$ cat src/rtl/axi2apb_bridge.sv
// axi2apb_bridge: AXI slave to APB master bridge, one APB transfer per beat; AXI2APB_TIMEOUT_EN adds an ACCESS timeout
module axi2apb_bridge #(
  parameter int APB_ADDR_WIDTH = 32,
  parameter int TIMEOUT_CYC    = 255,
  parameter int ID_WIDTH       = 4
) (
  input  logic                      clk,
  input  logic                      rst,
  input  logic [ID_WIDTH-1:0]       s_axi_awid_i,
  input  logic [31:0]               s_axi_awaddr_i,
  input  logic [7:0]                s_axi_awlen_i,
  input  logic [1:0]                s_axi_awburst_i,
  input  logic [2:0]                s_axi_awprot_i,
  input  logic                      s_axi_awvalid_i,
  output logic                      s_axi_awready_o,
  input  logic [31:0]               s_axi_wdata_i,
  input  logic [3:0]                s_axi_wstrb_i,
  input  logic                      s_axi_wlast_i,
  input  logic                      s_axi_wvalid_i,
  output logic                      s_axi_wready_o,
  output logic [ID_WIDTH-1:0]       s_axi_bid_o,
  output logic [1:0]                s_axi_bresp_o,
  output logic                      s_axi_bvalid_o,
  input  logic                      s_axi_bready_i,
  input  logic [ID_WIDTH-1:0]       s_axi_arid_i,
  input  logic [31:0]               s_axi_araddr_i,
  input  logic [7:0]                s_axi_arlen_i,
  input  logic [1:0]                s_axi_arburst_i,
  input  logic [2:0]                s_axi_arprot_i,
  input  logic                      s_axi_arvalid_i,
  output logic                      s_axi_arready_o,
  output logic [ID_WIDTH-1:0]       s_axi_rid_o,
  output logic [31:0]               s_axi_rdata_o,
  output logic [1:0]                s_axi_rresp_o,
  output logic                      s_axi_rlast_o,
  output logic                      s_axi_rvalid_o,
  input  logic                      s_axi_rready_i,
  output logic                      m_apb_psel_o,
  output logic                      m_apb_penable_o,
  output logic [APB_ADDR_WIDTH-1:0] m_apb_paddr_o,
  output logic                      m_apb_pwrite_o,
  output logic [3:0]                m_apb_pstrb_o,
  output logic [2:0]                m_apb_pprot_o,
  output logic [31:0]               m_apb_pwdata_o,
  input  logic [31:0]               m_apb_prdata_i,
  input  logic                      m_apb_pready_i,
  input  logic                      m_apb_pslverr_i
);
  typedef enum logic [2:0] {IDLE, WDATA, SETUP, ACCESS, BRESP, RDATA} state_t;
  state_t                    state_q, state_d;
  logic                      aw_rdy_q, aw_rdy_d, ar_rdy_q, ar_rdy_d, last_wr_q, last_wr_d, wr_q, wr_d;
  logic                      err_q, err_d, rerr_q, rerr_d, last_q, last_d;
  logic [ID_WIDTH-1:0]       id_q, id_d;
  logic [APB_ADDR_WIDTH-1:0] addr_q, addr_d, addr_nx;
  logic [7:0]                cnt_q, cnt_d;
  logic [1:0]                burst_q, burst_d;
  logic [2:0]                prot_q, prot_d;
  logic [31:0]               wdata_q, wdata_d, rdata_q, rdata_d, bdata;
  logic [3:0]                strb_q, strb_d;
  logic                      done, berr, unused_ok;
  assign unused_ok = ^{s_axi_wlast_i, s_axi_awaddr_i, s_axi_araddr_i};
`ifdef AXI2APB_TIMEOUT_EN
  localparam int TW = $clog2(TIMEOUT_CYC + 1);
  logic [TW-1:0] to_q, to_d;
  logic          to_hit;
  assign to_hit = !m_apb_pready_i && to_q == TW'(TIMEOUT_CYC - 1);
  assign done   = m_apb_pready_i | to_hit;
  assign berr   = m_apb_pslverr_i | to_hit;
  assign bdata  = to_hit ? 32'hDEAD_BEEF : m_apb_prdata_i;
  assign to_d   = state_q == ACCESS && !done ? to_q + 1'b1 : '0;
  always_ff @(posedge clk or posedge rst)
    if (rst) to_q <= '0;
    else to_q <= to_d;
`else
  assign done  = m_apb_pready_i;
  assign berr  = m_apb_pslverr_i;
  assign bdata = m_apb_prdata_i;
`endif
  assign addr_nx = burst_q == 2'b00 || cnt_q == 8'd0 ? addr_q : addr_q + APB_ADDR_WIDTH'(4);
  always_comb begin
    state_d   = state_q;
    aw_rdy_d  = aw_rdy_q;
    ar_rdy_d  = ar_rdy_q;
    last_wr_d = last_wr_q;
    wr_d      = wr_q;
    err_d     = err_q;
    rerr_d    = rerr_q;
    last_d    = last_q;
    id_d      = id_q;
    addr_d    = addr_q;
    cnt_d     = cnt_q;
    burst_d   = burst_q;
    prot_d    = prot_q;
    wdata_d   = wdata_q;
    rdata_d   = rdata_q;
    strb_d    = strb_q;
    case (state_q)
      IDLE:
        if (aw_rdy_q && s_axi_awvalid_i) begin
          {aw_rdy_d, ar_rdy_d, last_wr_d, wr_d} = 4'b0011;
          {id_d, cnt_d, burst_d, prot_d} = {s_axi_awid_i, s_axi_awlen_i, s_axi_awburst_i, s_axi_awprot_i};
          addr_d  = s_axi_awaddr_i[APB_ADDR_WIDTH-1:0];
          state_d = WDATA;
        end else if (ar_rdy_q && s_axi_arvalid_i) begin
          {aw_rdy_d, ar_rdy_d, last_wr_d, wr_d} = 4'b0000;
          {id_d, cnt_d, burst_d, prot_d} = {s_axi_arid_i, s_axi_arlen_i, s_axi_arburst_i, s_axi_arprot_i};
          addr_d  = s_axi_araddr_i[APB_ADDR_WIDTH-1:0];
          state_d = SETUP;
        end else begin
          // ready is registered one cycle ahead; write wins a tie unless it was served last
          aw_rdy_d = s_axi_awvalid_i && (!s_axi_arvalid_i || !last_wr_q);
          ar_rdy_d = s_axi_arvalid_i && !aw_rdy_d;
        end
      WDATA:
        if (s_axi_wvalid_i) begin
          wdata_d = s_axi_wdata_i;
          strb_d  = s_axi_wstrb_i;
          state_d = SETUP;
        end
      SETUP: state_d = ACCESS;
      ACCESS:
        if (done) begin
          last_d  = cnt_q == 8'd0;
          cnt_d   = cnt_q - 8'd1;
          addr_d  = addr_nx;
          err_d   = wr_q ? err_q | berr : err_q;
          rerr_d  = berr;
          rdata_d = wr_q ? rdata_q : bdata;
          state_d = !wr_q ? RDATA : cnt_q == 8'd0 ? BRESP : WDATA;
        end
      BRESP:
        if (s_axi_bready_i) begin
          err_d   = 1'b0;
          state_d = IDLE;
        end
      RDATA: if (s_axi_rready_i) state_d = last_q ? IDLE : SETUP;
      default: state_d = IDLE;
    endcase
  end
  always_ff @(posedge clk or posedge rst)
    if (rst) begin
      state_q <= IDLE;
      {aw_rdy_q, ar_rdy_q, last_wr_q, wr_q, err_q, rerr_q, last_q} <= '0;
      {id_q, addr_q, cnt_q, burst_q, prot_q} <= '0;
      {wdata_q, rdata_q, strb_q} <= '0;
    end else begin
      state_q <= state_d;
      {aw_rdy_q, ar_rdy_q, last_wr_q, wr_q, err_q, rerr_q, last_q} <=
        {aw_rdy_d, ar_rdy_d, last_wr_d, wr_d, err_d, rerr_d, last_d};
      {id_q, addr_q, cnt_q, burst_q, prot_q} <= {id_d, addr_d, cnt_d, burst_d, prot_d};
      {wdata_q, rdata_q, strb_q} <= {wdata_d, rdata_d, strb_d};
    end
  assign s_axi_awready_o = aw_rdy_q;
  assign s_axi_arready_o = ar_rdy_q;
  assign s_axi_wready_o  = state_q == WDATA;
  assign s_axi_bvalid_o  = state_q == BRESP;
  assign s_axi_bid_o     = id_q;
  assign s_axi_bresp_o   = {err_q, 1'b0};
  assign s_axi_rvalid_o  = state_q == RDATA;
  assign s_axi_rid_o     = id_q;
  assign s_axi_rdata_o   = rdata_q;
  assign s_axi_rresp_o   = {rerr_q, 1'b0};
  assign s_axi_rlast_o   = last_q;
  assign m_apb_psel_o    = state_q == SETUP || state_q == ACCESS;
  assign m_apb_penable_o = state_q == ACCESS;
  assign m_apb_paddr_o   = {addr_q[APB_ADDR_WIDTH-1:2], 2'b00};
  assign m_apb_pwrite_o  = wr_q;
  assign m_apb_pstrb_o   = wr_q ? strb_q : 4'b0000;
  assign m_apb_pprot_o   = prot_q;
  assign m_apb_pwdata_o  = wdata_q;
endmodule
$ cat config.mk
export PLATFORM = sky130hd
export DESIGN_NAME = axi2apb_bridge
export DESIGN_NICKNAME = d
export VERILOG_FILES = /design/src/rtl/axi2apb_bridge.sv
export SDC_FILE = /design/constraint.sdc
export NUM_CORES = 1
export LEC_CHECK = 0
export CORE_AREA = 2 2 133 135
export DETAILED_ROUTE_END_ITERATION = 16
export DIE_AREA = 0 0 135 137
export PLACE_DENSITY = 0.79
export SETUP_SLACK_MARGIN = 0.3
export SLEW_MARGIN = 0
export SYNTH_ARGS = -nofsm -noshare
export SYNTH_HDL_FRONTEND = slang
export SYNTH_SLANG_ARGS = --single-unit
$ cat constraint.sdc
create_clock -name clk -period 4 [get_ports clk]
set_input_delay 0.8 -clock clk [delete_from_list [all_inputs] [get_ports clk]]
set_output_delay 0.8 -clock clk [all_outputs]
set_load 0.01 [all_outputs]
==> results of run 1 <==
[metal layers]
metal	part of all wire	up-vias	routed length, µm
met2	0.48	291	10100
met1	0.38	2871	8040
met5	0	-	0
li1	-	2881	-
met3	0.12	22	2460
met4	0.018	0	376
[kinds of logic after synthesis]
| group | count (synthesis) |
|---|---|
| AOI/OAI and AO/OA | 151 |
| and+or+nand+nor | 244 |
| other | 1 |
| muxes | 74 |
| DFF | 124 |
| adders and majority gates | 3 |
| buffers and inverters | 61 |
[area by class of cell]
cell class | instances | area [µm²] | area share
clock buffers | 19 | 433 | 0.0435
clock inverters | 13 | 145 | 0.0146
inverters | 8 | 33.8 | 0.00339
multi-input cells | 476 | 2940 | 0.296
flip-flops and latches | 124 | 3100 | 0.312
well taps | 225 | 282 | 0.0283
repair buffers | 303 | 3010 | 0.303
[power breakdown]
| part | leakage (nW) | total [W] | internal [W] | switching, W |
|---|---|---|---|---|
| registers | 1.46 | 0.00244 | 0.00189 | 0.000547 |
| clock network | 0.274 | 0.00152 | 0.000920 | 0.000595 |
| logic | 2.30 | 0.00389 | 0.00206 | 0.00183 |
| total | 4.04 | 0.00784 | 0.00487 | 0.00297 |
[sequential cells by signal (all words and copies together), names as in the netlist, 2 cells and up]
register	count
addr_q	30
burst_q	2
cnt_q	8
m_apb_pprot_o	3
m_apb_pwdata_o	32
s_axi_bid_o	4
s_axi_rdata_o	32
state_q	3
strb_q	4
[placed cells by master (no fill, tap or decap), drive strengths merged, types with 2 or more instances in the layout]
cell type      Yosys  routed
a211o              2       2
a21oi             54      54
a221oi             2       2
a22o               2       2
a22oi              2       2
a31oi             15      15
a32o               2       2
a32oi              4       4
and2               6       6
and3               8       8
and4               3       3
buf               32      13
bufinv             0       2
clkbuf            21      19
clkdlybuf4s50      0     290
clkinv             0       7
clkinvlp           0       4
conb               1       4
dfrtp            124     124
ha                 3       3
inv                8       8
mux2              71      71
mux2i              3       3
nand2            117     117
nand2b             4       4
nand3             36      36
nand4              3       3
nor2              37      37
nor3               9       9
nor3b              3       3
nor4               8       8
o21ai             44      44
o22a               6       6
o22ai              2       2
o31ai              6       6
or3                3       3
or4                4       4
[worst max-delay path, delay by kind of cell (launching register included)]
| family | cells | cell delay, ns |
|---|---|---|
| and+or+nand+nor | 1 | 0.40 |
| buffers and inverters | 1 | 0.70 |
| DFF | 1 | 0.52 |
[metrics by stage]
step	setup WS (ns)	std cells	cell area, µm²	hold WS (ns)
after floorplan	1.67	661	6350	0.473
after global placement	0.960	1136	9380	0.484
after detailed placement	0.906	1136	9380	0.495
after CTS	1.16	1168	9950	0.508
after global routing	1.05	1168	9950	0.526
final	1.16	1168	9950	0.502
[path summary, 6_finish.rpt]
| check | endpoint | cells after the start |
|---|---|---|
| worst max-delay path | s_axi_bvalid_o | 2 |
| worst min-delay path | strb_q[0] | 1 |
| worst max register to register | addr_q[28] | 6 |
| worst min register to register | strb_q[0] | 1 |
| max in group asynchronous | burst_q[1] | 3 |
| min in group asynchronous | s_axi_rdata_o[31] | 2 |
==> key figures, run 1 <==
Power and ir drop
  • VDD IR max: 0.000455 V
  • PwrDens: 788 nW/µm²
  • Lkg Pwr: 4.04 nW
  • PnR Total Power: 0.00784 W

Timing
  • RSZ-0062 raised after global routing: no
  • Final setup vio count: 0
  • Worst Tran Pin Value: 0.696 ns
  • Hold Violations, Final: 0
  • Final period util: 0.710
  • Worst Skew: 0.0162 ns
  • FMAX: 352 MHz
  • Setup TNS: 0 ns
  • Max transition margin: 0.535
  • Min cycle time layout: 2.84 ns
  • Max Transition Viols Final: 0

Run
  • Maxcap violations: 0

Final layout
  • Syn-to-layout area delta: 57.0%
  • Fin util: 0.584
  • Share of cells above drive strength 1: 0.137
  • Number of diodes: 0
  • NumNets Final: 1,109
  • Filler cells: 1,509

Drt
  • Avg WL per Cell: 18.0 µm
  • 1st-iter DRT viols: 326
  • Drt pass-1 iters: 4
  • DR vias: 6,065
  • Post-route ant nets: 0
  • Detailed Route WL: 21,000 µm
  • Via density: 5.19
  • DRC: 0

Yosys
  • Synth Area in XOR/XNOR: 0
  • Ys flop type: dfrtp_1
  • Multiplexer area fraction after synthesis: 0.131
  • Unique masters post-synth: 57
  • Avg Cell Area, Syn: 9.63 µm²
  • Synth Area in Adders: 0.00592
  • Area fraction in compound gates after synthesis: 0.145
  • Simple-gate area share of the yosys netlist: 0.179
  • Most numerous cell in the Yosys netlist: dfrtp_1
  • Mapped Area: 6340 µm²
  • Post-synth top cells: 124 x dfrtp_1, 116 x nand2_1, 71 x mux2_2
  • EDFF count, synth: 0
  • Main combinational cell family by area after synthesis: simple AND/OR/NAND/NOR gates
  • Top-area cell type share of the netlist area: 0.490
  • Synth area leaders: dfrtp_1 49%, mux2_2 13%, nand2_1 6.9%
  • Warnings, synthesis: 0
  • Post-Syn Instances: 658
  • Post-synthesis sequential area ratio: 0.490
  • Async set-reset flop share out of synthesis: 1.00
  • Area leader, netlist: dfrtp_1
  • Yosys reg bits: 124

Hold path
  • Worst hold path startpoint: strb_q[0]
  • Hold Path Class: flop to flop

Critical path
  • Crit-path slowest cell: clkdlybuf4s50_1
  • FF-to-FF Start: state_q[2]
  • Reg2Reg Setup Slack: 1.41 ns
  • CP required: 3.20 ns
  • CP Data Arrival Time: 2.04 ns
  • Worst-path fanout max: 11
  • Crit path from: state_q[2]
  • Critical-path cell list: nor3b_1, clkdlybuf4s50_1
  • Endpoint class of the critical path: output port
  • Worst Path Class, Setup: flop to output port
  • Delay of the slowest critical-path stage: 0.70 ns
  • CP startpoint kind: flop

Outcome
  • Status: completed

Floorplan
  • I/O Pins: 300
  • Core box area: 17,100 µm²
  • Initial core utilization: 0.372
  • Die area: 18,500 µm²
  • Die Wd: 135 µm
  • Core Rows: 48
  • Height of the die: 137 µm

CTS
  • Clock transition at the registers of the reported paths: 0.06 ns
  • CTS Hold Bufs: 0
  • CTS tree: built
  • H-tree Lvls: 4
  • Postcts setup bufs: 0
  • Clock Latency Late Sink: 0.42 ns
  • CTS buffer count: 17
  • Clock Sink Count: 124
  • Root Driver: clkbuf_16
  • PostCTS Resize Cnt: 0
  • CTS Buffer Depth: 2

Global routing
  • Vias in the first global route: 6,068
  • Global route total overflow: 0
  • Met1 Track Usage GR: 0.254
  • Initial antenna violation count: 0
  • Routing usage on met3: 0.104
  • Largest net degree at the start of global routing: 68
  • First-pass GRT wire length: 32,300 µm
  • Top Usage Layer GRT: met2
  • Total GRT Usage: 0.226
  • GR Util met2: 0.386

Placed design
  • Final GP Congestion: 0.869
  • Post-DP HPWL: 15,200 µm
  • Buffers on Ports: 290
(Power assumes the default switching activity.)
==> inputs of run 2 (changes only) <==
--- a/config.mk
+++ b/config.mk
@@ -5,10 +5,10 @@
 export SDC_FILE = /design/constraint.sdc
 export NUM_CORES = 1
 export LEC_CHECK = 0
-export CORE_AREA = 2 2 133 135
+export CORE_AREA = 2 2 126 128
 export DETAILED_ROUTE_END_ITERATION = 16
-export DIE_AREA = 0 0 135 137
-export PLACE_DENSITY = 0.79
+export DIE_AREA = 0 0 128 130
+export PLACE_DENSITY = 0.83
 export SETUP_SLACK_MARGIN = 0.3
 export SLEW_MARGIN = 0
 export SYNTH_ARGS = -nofsm -noshare
==> constraint.sdc (replaced) <==
create_clock -name clk -period 2.7 [get_ports clk]
set_input_delay 0.54 -clock clk [delete_from_list [all_inputs] [get_ports clk]]
set_output_delay 0.54 -clock clk [all_outputs]
set_load 0.01 [all_outputs]
==> run 2 against run 1 <==
  * Setup slack got worse by 0.81 ns
  * Clock skew decreased by 0.0073 ns
  * Via count increased by 2.2%
  * Sequential share of layout area decreased by 0.35 points
  * Sequential power increased by 48%
  * Design area increased by 1.3%
  * Non-clock buffer count increased by 9
  * Clock power increased by 51%
  * Power increased by 51%
  * Die area decreased by 10%
==> key figures, run 2 (synthesized netlist as in run 1, its figures left out) <==
Timing
  • Max Transition Viols Final: 0 (unchanged)
  • Worst Tran Pin Value: 0.637 ns (-0.0592 ns)
  • Setup TNS: 0 ns (unchanged)
  • Min cycle time layout: 2.35 ns
  • Worst Skew: 0.00897 ns (-0.00727 ns)
  • Final period util: 0.870
  • Final setup vio count: 0 (unchanged)
  • RSZ-0062 raised after global routing: yes
  • Hold Violations, Final: 0 (unchanged)
  • Max transition margin: 0.572 (+0.0366)
  • FMAX: 426 MHz

Final layout
  • NumNets Final: 1,118 (+0.81%)
  • Syn-to-layout area delta: 59.0%
  • Most frequent cells in the layout: 289 x clkdlybuf4s50_1, 121 x dfrtp_1, 115 x nand2_1
  • Fin cells: 1,144 (-2.1%)
  • Share of cells above drive strength 1: 0.153 (+0.0166)
  • Commonest non-fill, non-tap cell in the layout: clkdlybuf4s50_1
  • Number of diodes: 0 (unchanged)

CTS
  • CTS Hold Bufs: 0 (unchanged)
  • CTS Buffer Depth: 2 (unchanged)
  • CTS tree: built
  • Clock transition at the registers of the reported paths: 0.06 ns (about the same)
  • Clock Latency Late Sink: 0.42 ns (about the same)
  • Clock Sink Count: 124 (unchanged)
  • Root Driver: clkbuf_16
  • CTS buffer count: 17 (unchanged)
  • H-tree Lvls: 4 (unchanged)

Critical path
  • Worst Path Class, Setup: flop to output port
  • Reg2reg end: addr_q[22]
  • FF-to-FF Start: addr_q[6]
  • Delay of the slowest critical-path stage: 0.60 ns (-0.10 ns)
  • Critical-path cell list: buf_12, nor3b_2, clkdlybuf4s50_1
  • CP required: 2.16 ns (-1.04 ns)
  • Crit-path slowest cell: clkdlybuf4s50_1
  • Endpoint class of the critical path: output port
  • Crit path max-delay family: buffers and inverters
  • CP Data Arrival Time: 1.81 ns (-0.23 ns)
  • Worst Path Buf+Inv: 2 (+1)
  • R2r worst-path depth: 5 (-1)
  • Reg2Reg Setup Slack: 0.50 ns (-0.91 ns)
  • CP startpoint kind: flop
  • Worst-path fanout max: 8 (-3)

Drt
  • Detailed Route WL: 21,200 µm (+0.62%)
  • Avg WL per Cell: 18.5 µm (+2.7%)
  • 1st-iter DRT viols: 409 (+25%)
  • Drt pass-1 iters: 5 (+1)
  • Post-route ant nets: 0 (unchanged)
  • DR vias: 6,200 (+2.2%)
  • Via density: 5.42 (+4.4%)
  • DRC: 0 (unchanged)

Floorplan
  • Die area: 16,600 µm² (-10%)
  • Initial core utilization: 0.411 (+0.0393)
  • Core box area: 15,400 µm² (-9.6%)
  • Die Wd: 128 µm (-5.2%)
  • Core Rows: 46 (-4.2%)
  • I/O Pins: 300 (unchanged)
  • Height of the die: 130 µm (-5.1%)

Placed design
  • Post-DP HPWL: 15,400 µm (+1.4%)
  • Placed cells: 1,111 (-2.2%)
  • Final GP Congestion: 0.864 (-0.53%)
  • Buffers on Ports: 290 (unchanged)

Power and ir drop
  • P_sw: 0.00449 W (+51%)
  • P_int: 0.00736 W (+51%)
  • Net Sw Frac: 0.379 (-0.000401)
  • Clk pwr share: 0.193 (about the same)
  • PwrDens: 1180 nW/µm² (+49%)
  • Lkg Pwr: 4.12 nW (+2.1%)
  • VDD IR max: 0.000695 V (+53%)
  • Combinational share of power: 0.503 (+0.007)
  • Seq pwr share: 0.304 (-0.007)

Run
  • Maxcap violations: 0 (unchanged)

Global routing
  • Total GRT Usage: 0.251 (+0.0251)
  • First-pass GRT wire length: 32,000 µm (-0.68%)
  • Global route total overflow: 0 (unchanged)
  • Vias in the first global route: 5,995 (-1.2%)
  • Largest net degree at the start of global routing: 83 (+22%)
  • Initial antenna violation count: 0 (unchanged)

Hold path
  • Worst hold path stage count: 1 (unchanged)
  • Hold Path Class: flop to flop
  • Worst hold path startpoint: s_axi_rdata_o[27]
  • Hold endpoint: s_axi_rdata_o[27]

Outcome
  • Status: completed
-- run 2: cell count changes in the layout (fill, tap and decap cells not counted), sizes merged --
cell           previous run  this run
dlymetal6s2s              0         1
clkinv                    7         5
clkdlybuf4s50           290       289
clkbuf                   19        17
buf                      13        22
inv                       8        12
-- run 2: worst reg2reg max path: stages (launching register included) --
cell and delay [ns]:
dfrtp_1 0.49, nand4_4 0.19, or4_1 0.72, or4_1 0.48
a21oi_1 0.18, nor2_1 0.05
-- run 2: layout make-up --
class                      instances  area (µm²)
fill                            1229        5350
timing repair buffer             312        3150
sequential                       124        3110
multi-input combinational        476        2960
clock buffer                      17         425
tap                              192         240
clock inverter                    15         165
inverter                           8        33.8
-- run 2: stage by stage --
stage	total power [W]	hold WS [ns]	util	instance area (µm²)	worst slack (ns)
global route	0.0126	0.520	0.653	10100	0.288
finish	0.0119	0.503	0.653	10100	0.350
detailed placement	0.00952	0.489	0.613	9450	0.350
floorplan	0.00658	0.473	-	6350	0.635
CTS	0.0119	0.502	0.651	10000	0.282
global placement	0.00936	0.482	0.613	9450	0.378
-- run 2: how the worst max path moves through the flow --
stage | slack (ns) | end | start | cells past startpoint
global placement | 0.38 | addr_q[28] | s_axi_awvalid_i | 7
CTS | 0.28 | m_apb_penable_o | state_q[2] | 4
detailed placement | 0.35 | addr_q[28] | s_axi_awvalid_i | 7
global route | 0.29 | s_axi_bvalid_o | state_q[1] | 3
finish | 0.35 | s_axi_bvalid_o | state_q[1] | 3
floorplan | 0.63 | addr_q[10] | rst | 1
-- run 2: metal layers --
layer / part of all wire / track usage
met1: 0.38 / 0.282
met2: 0.48 / 0.433
met3: 0.12 / 0.107
met4: 0.020 / 0.0840
met5: 0 / 0
-- run 2: timing repair --
item	4_1_cts	5_1_grt
resized for setup	3	4
pin swaps	0	0
setup endpoints to repair	3	4
setup buffers	0	1
gates cloned	0	0
hold endpoints to repair	0	0
-- run 2: power groups by stage --
| stage | clock network (W) | logic (W) | registers [W] |
|---|---|---|---|
| 6_report | 0.00229 | 0.00596 | 0.00361 |
| 5_1_grt | 0.00241 | 0.00646 | 0.00375 |
| 4_1_cts | 0.00232 | 0.00595 | 0.00361 |
| 3_5_place_dp | 0 | 0.00590 | 0.00362 |
| 3_3_place_gp | 0 | 0.00581 | 0.00355 |
| 2_1_floorplan | 0 | 0.00279 | 0.00379 |
